===== src/rtl/pipe_ctrl_if.sv =====
`default_nettype none
// ============================================================================
//  Module   : pipe_ctrl_if
//  Purpose  : Bundles the pipeline hazard/event inputs and the stage-register
//             enable/flush outputs of the pipeline sequencer.
//  Signals  : id_rs1_i/id_rs2_i/ex_rd_i   register indices for load-use check
//             ex_is_load_i/ex_busy_i/ex_redirect_i  EX stage events
//             mem_req_i/mem_ready_i        data-memory handshake
//             trap_i                       trap committed at WB
//             pc_en_o, *_en_o, *_flush_o   PC and stage register controls
//             trap_take_o, mem_timeout_o, stall_cnt_o  status outputs
//  Modports : master - the sequencer (events in, controls out)
//             slave  - the pipeline datapath (events out, controls in)
//  Revision : 1.0 - initial release
// ============================================================================
interface pipe_ctrl_if #(
   parameter int CNT_W = 32
);
   logic [4:0]       id_rs1_i;
   logic [4:0]       id_rs2_i;
   logic [4:0]       ex_rd_i;
   logic             ex_is_load_i;
   logic             ex_busy_i;
   logic             ex_redirect_i;
   logic             mem_req_i;
   logic             mem_ready_i;
   logic             trap_i;
   logic             pc_en_o;
   logic             if_id_en_o;
   logic             id_ex_en_o;
   logic             ex_mem_en_o;
   logic             mem_wb_en_o;
   logic             if_id_flush_o;
   logic             id_ex_flush_o;
   logic             ex_mem_flush_o;
   logic             mem_wb_flush_o;
   logic             trap_take_o;
   logic             mem_timeout_o;
   logic [CNT_W-1:0] stall_cnt_o;

   modport master (
      input  id_rs1_i, id_rs2_i, ex_rd_i, ex_is_load_i, ex_busy_i,
             ex_redirect_i, mem_req_i, mem_ready_i, trap_i,
      output pc_en_o, if_id_en_o, id_ex_en_o, ex_mem_en_o, mem_wb_en_o,
             if_id_flush_o, id_ex_flush_o, ex_mem_flush_o, mem_wb_flush_o,
             trap_take_o, mem_timeout_o, stall_cnt_o
   );

   modport slave (
      output id_rs1_i, id_rs2_i, ex_rd_i, ex_is_load_i, ex_busy_i,
             ex_redirect_i, mem_req_i, mem_ready_i, trap_i,
      input  pc_en_o, if_id_en_o, id_ex_en_o, ex_mem_en_o, mem_wb_en_o,
             if_id_flush_o, id_ex_flush_o, ex_mem_flush_o, mem_wb_flush_o,
             trap_take_o, mem_timeout_o, stall_cnt_o
   );
endinterface
`default_nettype wire


===== src/rtl/pipe_ctrl.sv =====
`default_nettype none
// ============================================================================
//  Module   : pipe_ctrl
//  Purpose  : Central stall/bubble/flush sequencer of the 5-stage pipeline.
//             Resolves load-use, multi-cycle EX, data-memory wait, branch
//             redirect and trap events into one consistent control pattern.
//  Ports    : clk_i   clock
//             rst_ni  asynchronous active-low reset
//             bus     pipe_ctrl_if.master (events in, stage controls out)
//  Revision : 1.0 - initial release
// ============================================================================
module pipe_ctrl #(
   parameter int BOOT_CYCLES = 4,
   parameter int MEM_TIMEOUT = 255,
   parameter int CNT_W       = 32
) (
   input  wire logic     clk_i,
   input  wire logic     rst_ni,
   pipe_ctrl_if.master   bus
);

   typedef enum logic [1:0] {
      BOOT       = 2'd0,
      RUN        = 2'd1,
      MEM_WAIT   = 2'd2,
      TRAP_DRAIN = 2'd3
   } state_t;

   localparam int              WAIT_W     = (MEM_TIMEOUT > 0) ? $clog2(MEM_TIMEOUT + 1) : 1;
   localparam logic [WAIT_W-1:0] TIMEOUT_V  = WAIT_W'(MEM_TIMEOUT);
   localparam logic [WAIT_W-1:0] TIMEOUT_M1 = WAIT_W'(MEM_TIMEOUT - 1);
   localparam logic [7:0]      BOOT_LAST  = 8'(BOOT_CYCLES - 1);

   state_t            state;
   logic [7:0]        boot_cnt;
   logic [WAIT_W-1:0] wait_cnt;
   logic [CNT_W-1:0]  stall_cnt;

   logic memstall, loaduse, waiting, boot;
   logic do_trap, do_mem, do_busy, do_redir, do_lu;
   logic pc_en;

   assign memstall = bus.mem_req_i & ~bus.mem_ready_i;
   assign loaduse  = bus.ex_is_load_i & (bus.ex_rd_i != 5'd0) &
                     ((bus.id_rs1_i == bus.ex_rd_i) | (bus.id_rs2_i == bus.ex_rd_i));
   assign boot     = (state == BOOT);

   // In TRAP_DRAIN the bus access must finish, so only mem_ready_i ends the wait.
   assign waiting  = (state == TRAP_DRAIN) ? ~bus.mem_ready_i : (~boot & memstall);

   // Select exactly one action per cycle; the later terms are masked by the earlier.
   always_comb begin
      do_trap  = 1'b0;
      do_mem   = 1'b0;
      do_busy  = 1'b0;
      do_redir = 1'b0;
      do_lu    = 1'b0;
      case (state)
         BOOT: ;
         TRAP_DRAIN: begin
            if (bus.mem_ready_i) do_trap = 1'b1;
            else                 do_mem  = 1'b1;
         end
         default: begin
            if (bus.trap_i & ~memstall)  do_trap  = 1'b1;
            else if (memstall)           do_mem   = 1'b1;
            else if (bus.ex_busy_i)      do_busy  = 1'b1;
            else if (bus.ex_redirect_i)  do_redir = 1'b1;
            else if (loaduse)            do_lu    = 1'b1;
         end
      endcase
   end

   // A held register never sees its flush: each flush term excludes the holds.
   assign pc_en              = ~(boot | do_mem | do_busy | do_lu);
   assign bus.pc_en_o        = pc_en;
   assign bus.if_id_en_o     = ~(boot | do_mem | do_busy | do_lu);
   assign bus.id_ex_en_o     = ~(boot | do_mem | do_busy);
   assign bus.ex_mem_en_o    = ~(boot | do_mem);
   assign bus.mem_wb_en_o    = ~boot;
   assign bus.if_id_flush_o  = boot | do_trap | do_redir;
   assign bus.id_ex_flush_o  = boot | do_trap | do_redir | do_lu;
   assign bus.ex_mem_flush_o = boot | do_trap | do_busy;
   assign bus.mem_wb_flush_o = boot | do_trap | do_mem;
   assign bus.trap_take_o    = do_trap;
   assign bus.mem_timeout_o  = (MEM_TIMEOUT != 0) && waiting && (wait_cnt == TIMEOUT_M1);
   assign bus.stall_cnt_o    = stall_cnt;

   always_ff @(posedge clk_i or negedge rst_ni) begin
      if (!rst_ni) begin
         state     <= BOOT;
         boot_cnt  <= '0;
         wait_cnt  <= '0;
         stall_cnt <= '0;
      end else begin
         case (state)
            BOOT: begin
               boot_cnt <= boot_cnt + 8'd1;
               if (boot_cnt == BOOT_LAST) state <= RUN;
            end
            RUN, MEM_WAIT: begin
               if (memstall) state <= bus.trap_i ? TRAP_DRAIN : MEM_WAIT;
               else          state <= RUN;
            end
            TRAP_DRAIN: begin
               if (bus.mem_ready_i) state <= RUN;
            end
            default: state <= BOOT;
         endcase

         if (!boot) begin
            if (!pc_en) stall_cnt <= stall_cnt + 1'b1;
            // Saturates at the timeout value so the pulse fires only once.
            if (waiting) begin
               if (wait_cnt != TIMEOUT_V) wait_cnt <= wait_cnt + 1'b1;
            end else begin
               wait_cnt <= '0;
            end
         end
      end
   end

endmodule
`default_nettype wire


===== src/flat_wrapper.sv =====
// flat-port wrapper written by rule: the top's interface ports become plain ports
module pipe_ctrl_flat 
#(
   parameter int BOOT_CYCLES = 4,
   parameter int MEM_TIMEOUT = 255,
   parameter int CNT_W       = 32
)
  (clk_i, rst_ni, bus_id_rs1_i, bus_id_rs2_i, bus_ex_rd_i, bus_ex_is_load_i, bus_ex_busy_i, bus_ex_redirect_i, bus_mem_req_i, bus_mem_ready_i, bus_trap_i, bus_pc_en_o, bus_if_id_en_o, bus_id_ex_en_o, bus_ex_mem_en_o, bus_mem_wb_en_o, bus_if_id_flush_o, bus_id_ex_flush_o, bus_ex_mem_flush_o, bus_mem_wb_flush_o, bus_trap_take_o, bus_mem_timeout_o, bus_stall_cnt_o);
  pipe_ctrl_if #(.CNT_W(CNT_W)) bus_i ();
  input  wire logic clk_i;
  input  wire logic rst_ni;
  input wire logic [$bits(bus_i.id_rs1_i)-1:0] bus_id_rs1_i;
  input wire logic [$bits(bus_i.id_rs2_i)-1:0] bus_id_rs2_i;
  input wire logic [$bits(bus_i.ex_rd_i)-1:0] bus_ex_rd_i;
  input wire logic [$bits(bus_i.ex_is_load_i)-1:0] bus_ex_is_load_i;
  input wire logic [$bits(bus_i.ex_busy_i)-1:0] bus_ex_busy_i;
  input wire logic [$bits(bus_i.ex_redirect_i)-1:0] bus_ex_redirect_i;
  input wire logic [$bits(bus_i.mem_req_i)-1:0] bus_mem_req_i;
  input wire logic [$bits(bus_i.mem_ready_i)-1:0] bus_mem_ready_i;
  input wire logic [$bits(bus_i.trap_i)-1:0] bus_trap_i;
  output wire logic [$bits(bus_i.pc_en_o)-1:0] bus_pc_en_o;
  output wire logic [$bits(bus_i.if_id_en_o)-1:0] bus_if_id_en_o;
  output wire logic [$bits(bus_i.id_ex_en_o)-1:0] bus_id_ex_en_o;
  output wire logic [$bits(bus_i.ex_mem_en_o)-1:0] bus_ex_mem_en_o;
  output wire logic [$bits(bus_i.mem_wb_en_o)-1:0] bus_mem_wb_en_o;
  output wire logic [$bits(bus_i.if_id_flush_o)-1:0] bus_if_id_flush_o;
  output wire logic [$bits(bus_i.id_ex_flush_o)-1:0] bus_id_ex_flush_o;
  output wire logic [$bits(bus_i.ex_mem_flush_o)-1:0] bus_ex_mem_flush_o;
  output wire logic [$bits(bus_i.mem_wb_flush_o)-1:0] bus_mem_wb_flush_o;
  output wire logic [$bits(bus_i.trap_take_o)-1:0] bus_trap_take_o;
  output wire logic [$bits(bus_i.mem_timeout_o)-1:0] bus_mem_timeout_o;
  output wire logic [$bits(bus_i.stall_cnt_o)-1:0] bus_stall_cnt_o;
  assign bus_i.id_rs1_i = bus_id_rs1_i;
  assign bus_i.id_rs2_i = bus_id_rs2_i;
  assign bus_i.ex_rd_i = bus_ex_rd_i;
  assign bus_i.ex_is_load_i = bus_ex_is_load_i;
  assign bus_i.ex_busy_i = bus_ex_busy_i;
  assign bus_i.ex_redirect_i = bus_ex_redirect_i;
  assign bus_i.mem_req_i = bus_mem_req_i;
  assign bus_i.mem_ready_i = bus_mem_ready_i;
  assign bus_i.trap_i = bus_trap_i;
  assign bus_pc_en_o = bus_i.pc_en_o;
  assign bus_if_id_en_o = bus_i.if_id_en_o;
  assign bus_id_ex_en_o = bus_i.id_ex_en_o;
  assign bus_ex_mem_en_o = bus_i.ex_mem_en_o;
  assign bus_mem_wb_en_o = bus_i.mem_wb_en_o;
  assign bus_if_id_flush_o = bus_i.if_id_flush_o;
  assign bus_id_ex_flush_o = bus_i.id_ex_flush_o;
  assign bus_ex_mem_flush_o = bus_i.ex_mem_flush_o;
  assign bus_mem_wb_flush_o = bus_i.mem_wb_flush_o;
  assign bus_trap_take_o = bus_i.trap_take_o;
  assign bus_mem_timeout_o = bus_i.mem_timeout_o;
  assign bus_stall_cnt_o = bus_i.stall_cnt_o;
  pipe_ctrl #(.BOOT_CYCLES(BOOT_CYCLES), .MEM_TIMEOUT(MEM_TIMEOUT), .CNT_W(CNT_W)) u_core (.clk_i(clk_i), .rst_ni(rst_ni), .bus(bus_i));
endmodule

===== config.mk =====
export PLATFORM = sky130hd
export DESIGN_NAME = pipe_ctrl_flat
export DESIGN_NICKNAME = d
export VERILOG_FILES = /design/src/rtl/pipe_ctrl_if.sv /design/src/rtl/pipe_ctrl.sv /design/src/flat_wrapper.sv
export SDC_FILE = /design/constraint.sdc
export NUM_CORES = 1
export LEC_CHECK = 0
export ABC_CLOCK_PERIOD_IN_PS = 2900
export BUFFER_PORTS_ARGS = -buffer_cell sky130_fd_sc_hd__buf_2
export CORE_ASPECT_RATIO = 0.8
export CORE_MARGIN = 4
export CORE_UTILIZATION = 30
export DETAILED_ROUTE_END_ITERATION = 16
export SLEW_MARGIN = 40
export SYNTH_ARGS = -nofsm -noshare
export SYNTH_HDL_FRONTEND = slang
export SYNTH_SLANG_ARGS = --single-unit

===== constraint.sdc =====
create_clock -name clk_i -period 2.9 [get_ports clk_i]
set_clock_uncertainty 0.2 [all_clocks]
set_input_delay 0.29 -clock clk_i [delete_from_list [all_inputs] [get_ports clk_i]]
set_output_delay 0.29 -clock clk_i [all_outputs]
set_load 0.005 [all_outputs]

==> impl_metrics.env, run 1 <==
export IMPL_dpl_worst_slack_ps=323.8
export IMPL_drive_gt1_share_pct=27.19
export IMPL_cts_root_buf="clkbuf_16"
export IMPL_fin_ws_ps=125.4
export IMPL_syn_num_nets=298
export IMPL_synth_simple_area_share_pct=26.82
export IMPL_reg2reg_to="u_core.bus.stall_cnt_o[31]$_DFFE_PN0P_"
export IMPL_n_antenna_cell=0
export IMPL_fmax_mhz=360.4
export IMPL_holdCritStartpoint="bus_mem_ready_i"
export IMPL_finalSetupViolCount=0
export IMPL_synth_most_common_cell="dfrtp_1"
export IMPL_drt_first_pass_iters=4
export IMPL_ys_seq_elements=50
export IMPL_slew_violations=0
export IMPL_fp_dieW_um=114.8
export IMPL_cts_tree="yes"
export IMPL_synth_area_leader_cell="dfrtp_1"
export IMPL_synth_top_cell_area_share_pct=45.68
export IMPL_dpl_cell_area_um2=3202
export IMPL_avgSynthCellArea_um2=10.18
export IMPL_start_util_pct=31.59
export IMPL_pwr_share_clk_pct=24.3
export IMPL_synth_area_mux_share_pct=1.233
export IMPL_p_int_mw=1.490
export IMPL_status="finished clean"
export IMPL_dpl_hpwl_mm=4.926
export IMPL_wl_per_cell_um=14.31
export IMPL_tightest_slew_ps=635.9
export IMPL_placed_cells=445
export IMPL_drv_cap=0
export IMPL_whs_path_depth=4
export IMPL_min_period_ps=2775
export IMPL_worstPathArrival_ps=2280
export IMPL_io_pins=66
export IMPL_hold_viol_final=0
export IMPL_swShare_pct=36.31
export IMPL_final_util_pct=38.89
export IMPL_grt_pass1_vias=2199
export IMPL_combPwrFrac_pct=35.8
export IMPL_reg2reg_depth=8
export IMPL_drtIter0Drc=84
export IMPL_setup_tns_final_ps=0
export IMPL_regArea_um2=1251
export IMPL_gp_congestion=0.7494
export IMPL_cts_buffers=5
export IMPL_synth_xor_area_share_pct=16.95
export IMPL_cp_max_fo=20
export IMPL_whs_ps=185.5
export IMPL_finalPower_mw=2.339
export IMPL_synthTopCellsByArea="dfrtp_1 (46%), xor2_1 (13%), nand2_1 (3.8%)"
export IMPL_synth_edff_count=0
export IMPL_vias=2207
export IMPL_synth_compound_area_share_pct=4.842
export IMPL_pwr_share_seq_pct=39.9
export IMPL_finalNetCount=371
export IMPL_crit_path_end_kind="primary output"
export IMPL_dieArea_um2=10730
export IMPL_wl_mm=6.495
export IMPL_clk_pin_slew_ps=70
export IMPL_port_buffers=65
export IMPL_start_kind="register"
export IMPL_whs_endpoint="u_core.wait_cnt[0]$_DFFE_PN0P_"
export IMPL_ant_nets=0
export IMPL_peakVddDrop_mv=0.2531
export IMPL_synth_async_reset_ratio_pct=100.0
export IMPL_power_density_nw_per_um2=693.6
export IMPL_multi_input_area_um2=1445
export IMPL_p_switching_mw=0.8492
export IMPL_clkLatencyLatePin_ps=290
export IMPL_synth_cells=269
export IMPL_crit_type="reg2out"
export IMPL_fp_dieH_um=93.46
export IMPL_p_leak_nw=1.657
export IMPL_r2r_start="u_core.state[0]$_DFFE_PN0P_"
export IMPL_grt_usage_pct=12.59
export IMPL_post_route_period_util_pct=95.68
export IMPL_yosysSeqAreaShare_pct=45.68
export IMPL_rrSetupSlack_ps=400
export IMPL_nFillCells=877
export IMPL_clk_path_buf_depth=2
export IMPL_via_per_inst=4.861
export IMPL_htreeDepth=2
export IMPL_fin_cells=454
export IMPL_cp_required_ps=2410
export IMPL_area_growth_pct=23.12
export IMPL_synth_adder_area_share_pct=2.741
export IMPL_num_rows=30
export IMPL_drcViolationCount=0
export IMPL_synth_cell_area_um2=2739
export IMPL_cts_sinks=50
export IMPL_grt_overflow=0
export IMPL_synthTopCellsByCount="dfrtp_1 (50), xor2_1 (42), nand2_1 (28)"
export IMPL_synth_top_family_by_area="simple AND/OR/NAND/NOR gates"
export IMPL_grt_max_degree=51
export IMPL_grt_antenna_before_repair=0
export IMPL_max_slew_margin_pct=57.60
export IMPL_grt_pass1_wl_mm=10.86
export IMPL_core_um2=8671
export IMPL_design_area_um2=3372
export IMPL_yosysWarnings=0
export IMPL_ys_flop_type="dfrtp_1"
export IMPL_hold_path_class="in2reg"
export IMPL_synth_distinct_cells=43
==> power groups by stage <==
stage	combinational [mW]	sequential, mW	clock [mW]
floorplan	0.517	0.919	0
global placement	0.787	0.942	0
detailed placement	0.802	0.947	0
CTS	0.810	0.935	0.591
global route	0.943	0.956	0.620
finish	0.837	0.934	0.568
==> worst max-delay path by stage <==
| stage | start | end | slack (ps) | cells past startpoint |
|---|---|---|---|---|
| after detailed placement | u_core.state[0]$_DFFE_PN0P_ | bus_pc_en_o | 320 | 8 |
| after global placement | u_core.state[0]$_DFFE_PN0P_ | bus_if_id_en_o | 400 | 8 |
| final | u_core.state[0]$_DFFE_PN0P_ | bus_if_id_en_o | 130 | 8 |
| after CTS | u_core.state[0]$_DFFE_PN0P_ | bus_pc_en_o | 10 | 8 |
| after global routing | u_core.state[1]$_DFFE_PN0P_ | bus_if_id_en_o | -8 | 8 |
| after floorplan | u_core.state[0]$_DFFE_PN0P_ | u_core.bus.stall_cnt_o[1]$_DFFE_PN0P_ | 490 | 9 |
==> logic make-up (layout without fill, tap and decap cells) <==
group / count (synthesis) / after routing
AOI/OAI and AO/OA: 19 / 19
xor gates and xnor gates: 53 / 53
adders and majority gates: 6 / 6
buffers and inverters: 10 / 83
DFF: 50 / 50
muxes: 3 / 3
and+or+nand+nor: 128 / 128
==> per-layer routing <==
metal / up-vias / wire length, um / global-route usage, %
li1: 1091 / - / -
met1: 1063 / 3071 / 17.41
met2: 46 / 2998 / 20.11
met3: 7 / 370 / 2.781
met4: 0 / 55 / 2.933
met5: - / 0 / 0
==> state kept, by name (all words and copies together) (netlist names) <==
register and cells:
u_core.bus.stall_cnt_o 32, u_core.boot_cnt 8, u_core.wait_cnt 8, u_core.state 2
==> layout by cell type (no fill, tap or decap), drive strengths merged, types with 2 or more instances in the layout <==
cell type | synthesis | layout
nand3 | 12 | 12
nor2 | 22 | 22
and3 | 2 | 2
nand2 | 28 | 28
nor4 | 6 | 6
buf | 4 | 69
ha | 6 | 6
xor2 | 42 | 42
xnor2 | 11 | 11
o21a | 2 | 2
or3 | 2 | 2
nor3 | 16 | 16
mux2 | 3 | 3
o21ai | 7 | 7
nor2b | 3 | 3
nor4b | 2 | 2
dfrtp | 50 | 50
clkinvlp | 0 | 2
inv | 6 | 6
nor3b | 6 | 6
or4 | 2 | 2
a21oi | 4 | 4
nand3b | 4 | 4
clkbuf | 0 | 5
and4 | 4 | 4
nand4 | 11 | 11
nand2b | 4 | 4
==> timing repair <==
| action | CTS | global route |
|---|---|---|
| hold buffers | 1 | 0 |
| setup buffers | 0 | 1 |
| endpoints found under the setup margin | 0 | 2 |
| endpoints found under the hold margin | 50 | 0 |
| resized for setup | 0 | 4 |
==> worst max-delay path: stages (launching register included) <==
cell and delay [ps]:
dfrtp_1 370, inv_1 60, ha_2 360, mux2_2 350, a21oi_2 170, and2_4 180, o21a_1 170, buf_8 190
buf_2 140
==> cell type report <==
cell class	count	share of cell area (%)
Multi-Input combinational cell	209	42.86
Sequential cell	50	37.11
Timing Repair Buffer	70	11.06
Tap cell	112	4.156
Clock buffer	5	3.711
Inverter	6	0.6679
Clock inverter	2	0.4453
No activity file was read; power rests on OpenSTA's default activity.
==> inputs of run 2 (changes only) <==
--- a/config.mk
+++ b/config.mk
@@ -12,4 +12,5 @@
 export CORE_UTILIZATION = 30
 export DETAILED_ROUTE_END_ITERATION = 16
+export SETUP_SLACK_MARGIN = 0.05
 export SLEW_MARGIN = 40
 export SYNTH_ARGS = -nofsm -noshare
--- a/constraint.sdc
+++ b/constraint.sdc
@@ -3,3 +3,3 @@
 set_input_delay 0.29 -clock clk_i [delete_from_list [all_inputs] [get_ports clk_i]]
 set_output_delay 0.29 -clock clk_i [all_outputs]
-set_load 0.005 [all_outputs]
+set_load 0.05 [all_outputs]
==> run 2 against run 1 <==
Compared with the run above: routed wire length grew 1.5%; fmax grew 0.90%; clock power grew 16%; setup slack gained 25 ps; global-route usage is essentially flat; core utilization grew 0.61 points; total power grew 24%; sequential share of layout area shrank 0.57 points; cell count grew 0.88%; critical path type unchanged; largest power group is now combinational logic.
==> impl_metrics.env, run 2 (synthesis gave the netlist of run 1 again) <==
export IMPL_drt_first_pass_iters=4
export IMPL_cts_buffers=5
export IMPL_port_buffers=65
export IMPL_post_cts_buffers=0
export IMPL_cts_tree="yes"
export IMPL_status="finished clean"
export IMPL_crit_type="reg2out"
export IMPL_htreeDepth=2
export IMPL_nFillCells=876
export IMPL_setup_tns_final_ps=0
export IMPL_rsz0062_at_grt="no"
export IMPL_reg2reg_to="u_core.bus.stall_cnt_o[12]$_DFFE_PN0P_"
export IMPL_cts_root_buf="clkbuf_16"
export IMPL_r2r_start="u_core.state[1]$_DFFE_PN0P_"
export IMPL_cp_required_ps=2410
export IMPL_max_slew_margin_pct=68.14
export IMPL_grt_pass1_vias=2202
export IMPL_ant_nets=0
export IMPL_min_period_ps=2750
export IMPL_grt_antenna_before_repair=0
export IMPL_fp_dieH_um=93.46
export IMPL_final_cell_mix="buf_2 (63), dfrtp_1 (50), xor2_1 (42)"
export IMPL_grt_pass1_wl_mm=10.96
export IMPL_hold_path_class="in2reg"
export IMPL_grt_overflow=0
export IMPL_slew_violations=0
export IMPL_path_cells="inv_1 -> ha_1 -> mux2_2 -> a21oi_4 -> and2_4 -> o21a_2 -> buf_4"
export IMPL_design_area_um2=3425
export IMPL_start_util_pct=31.59
export IMPL_clkLatencyLatePin_ps=290
export IMPL_gp_congestion=0.7704
export IMPL_rrSetupSlack_ps=390
export IMPL_cts_sinks=50
export IMPL_num_rows=30
export IMPL_vias=2202
export IMPL_fp_dieW_um=114.8
export IMPL_dpl_hpwl_mm=5.126
export IMPL_power_density_nw_per_um2=847.4
export IMPL_grt_usage_pct=12.60
export IMPL_io_pins=66
export IMPL_p_leak_nw=1.689
export IMPL_drive_gt1_share_pct=27.75
export IMPL_holdCritStartpoint="bus_mem_ready_i"
export IMPL_largest_reg_flops=32
export IMPL_max_stage_delay_ps=380
export IMPL_via_per_inst=4.808
export IMPL_worstPathArrival_ps=2260
export IMPL_dpl_cell_area_um2=3242
export IMPL_start_kind="register"
export IMPL_drtIter0Drc=80
export IMPL_finalSetupViolCount=0
export IMPL_drcViolationCount=0
export IMPL_hold_viol_final=0
export IMPL_cp_max_fo=9
export IMPL_tightest_slew_ps=476.5
export IMPL_grt_max_degree=27
export IMPL_post_route_period_util_pct=94.82
export IMPL_core_um2=8671
export IMPL_dieArea_um2=10730
export IMPL_clk_path_buf_depth=2
export IMPL_crit_path_end_kind="primary output"
export IMPL_area_growth_pct=25.03
export IMPL_reg2reg_depth=9
export IMPL_fmax_mhz=363.7
export IMPL_whs_path_depth=4
export IMPL_whs_endpoint="u_core.wait_cnt[0]$_DFFE_PN0P_"
export IMPL_cp_slowest_cell="mux2_2"
export IMPL_peakVddDrop_mv=0.3557
export IMPL_wl_per_cell_um=14.40
export IMPL_layout_commonest_cell="buf_2"
export IMPL_wl_mm=6.595
export IMPL_clk_pin_slew_ps=70
export IMPL_finalNetCount=374
export IMPL_drv_cap=0
export IMPL_n_antenna_cell=0
==> run 2: worst max-delay path: cells and delay by family (launching register included) <==
kind	cells	cell delay [ps]
AO/OA/AOI/OAI	2	390
multiplexers	1	380
flip-flops	1	370
adder cells (fa/ha/maj)	1	360
buffers and inverters	2	290
AND/OR/NAND/NOR	1	180
==> run 2: final cells by class <==
cell class,instances,area [um2],share of cell area (%)
clock inverter,2,37.54,1.096
sequential,50,1251,36.54
inverter,6,22.52,0.6577
timing repair buffer,73,392.9,11.47
multi-input combinational,209,1451,42.38
tap,112,140.1,4.092
clock buffer,6,128.9,3.763
==> run 2: per-layer routing <==
| metal | global-route usage [%] | part of all wire, % | up-vias |
|---|---|---|---|
| met5 | 0 | 0 | - |
| met4 | 2.639 | 0.59 | 0 |
| met3 | 3.493 | 6.5 | 4 |
| met2 | 19.62 | 45 | 52 |
| met1 | 17.53 | 48 | 1054 |
| li1 | - | - | 1092 |
==> run 2: timing repair <==
item | in CTS | in global routing
hold buffers | 1 | 0
gates resized for setup | 3 | 0
hold endpoints to repair | 24 | 0
endpoints found under the setup margin | 2 | 0
==> run 2: where the power goes <==
group / switching (mW) / total [mW] / leakage (nW) / internal [mW]
combinational: 0.920 / 1.31 / 0.944 / 0.386
clock: 0.253 / 0.660 / 0.0771 / 0.407
sequential: 0.131 / 0.935 / 0.668 / 0.804
==> run 2: worst max path at each step <==
| stage | startpoint | to | cells after the start |
|---|---|---|---|
| 2_1_floorplan | u_core.state[0]$_DFFE_PN0P_ | bus_pc_en_o | 8 |
| 3_3_place_gp | u_core.state[0]$_DFFE_PN0P_ | bus_if_id_en_o | 7 |
| 3_5_place_dp | u_core.state[0]$_DFFE_PN0P_ | bus_if_id_en_o | 7 |
| 4_1_cts | u_core.state[0]$_DFFE_PN0P_ | bus_if_id_en_o | 7 |
| 5_1_grt | u_core.state[1]$_DFFE_PN0P_ | bus_pc_en_o | 7 |
| 6_report | u_core.state[1]$_DFFE_PN0P_ | bus_if_id_en_o | 7 |
==> run 2: through the flow <==
step	power, mW	cells	setup WS [ps]	util (%)	hold WS, ps
finish	2.902	458	150.2	39.49	175.0
floorplan	1.902	269	-6.201	-	-205.6
detailed placement	2.243	449	259.7	37.39	-37.40
CTS	2.926	458	155.1	39.49	185.0
global route	3.070	458	51.41	39.49	210.0
global placement	2.224	449	333.2	37.39	-32.95
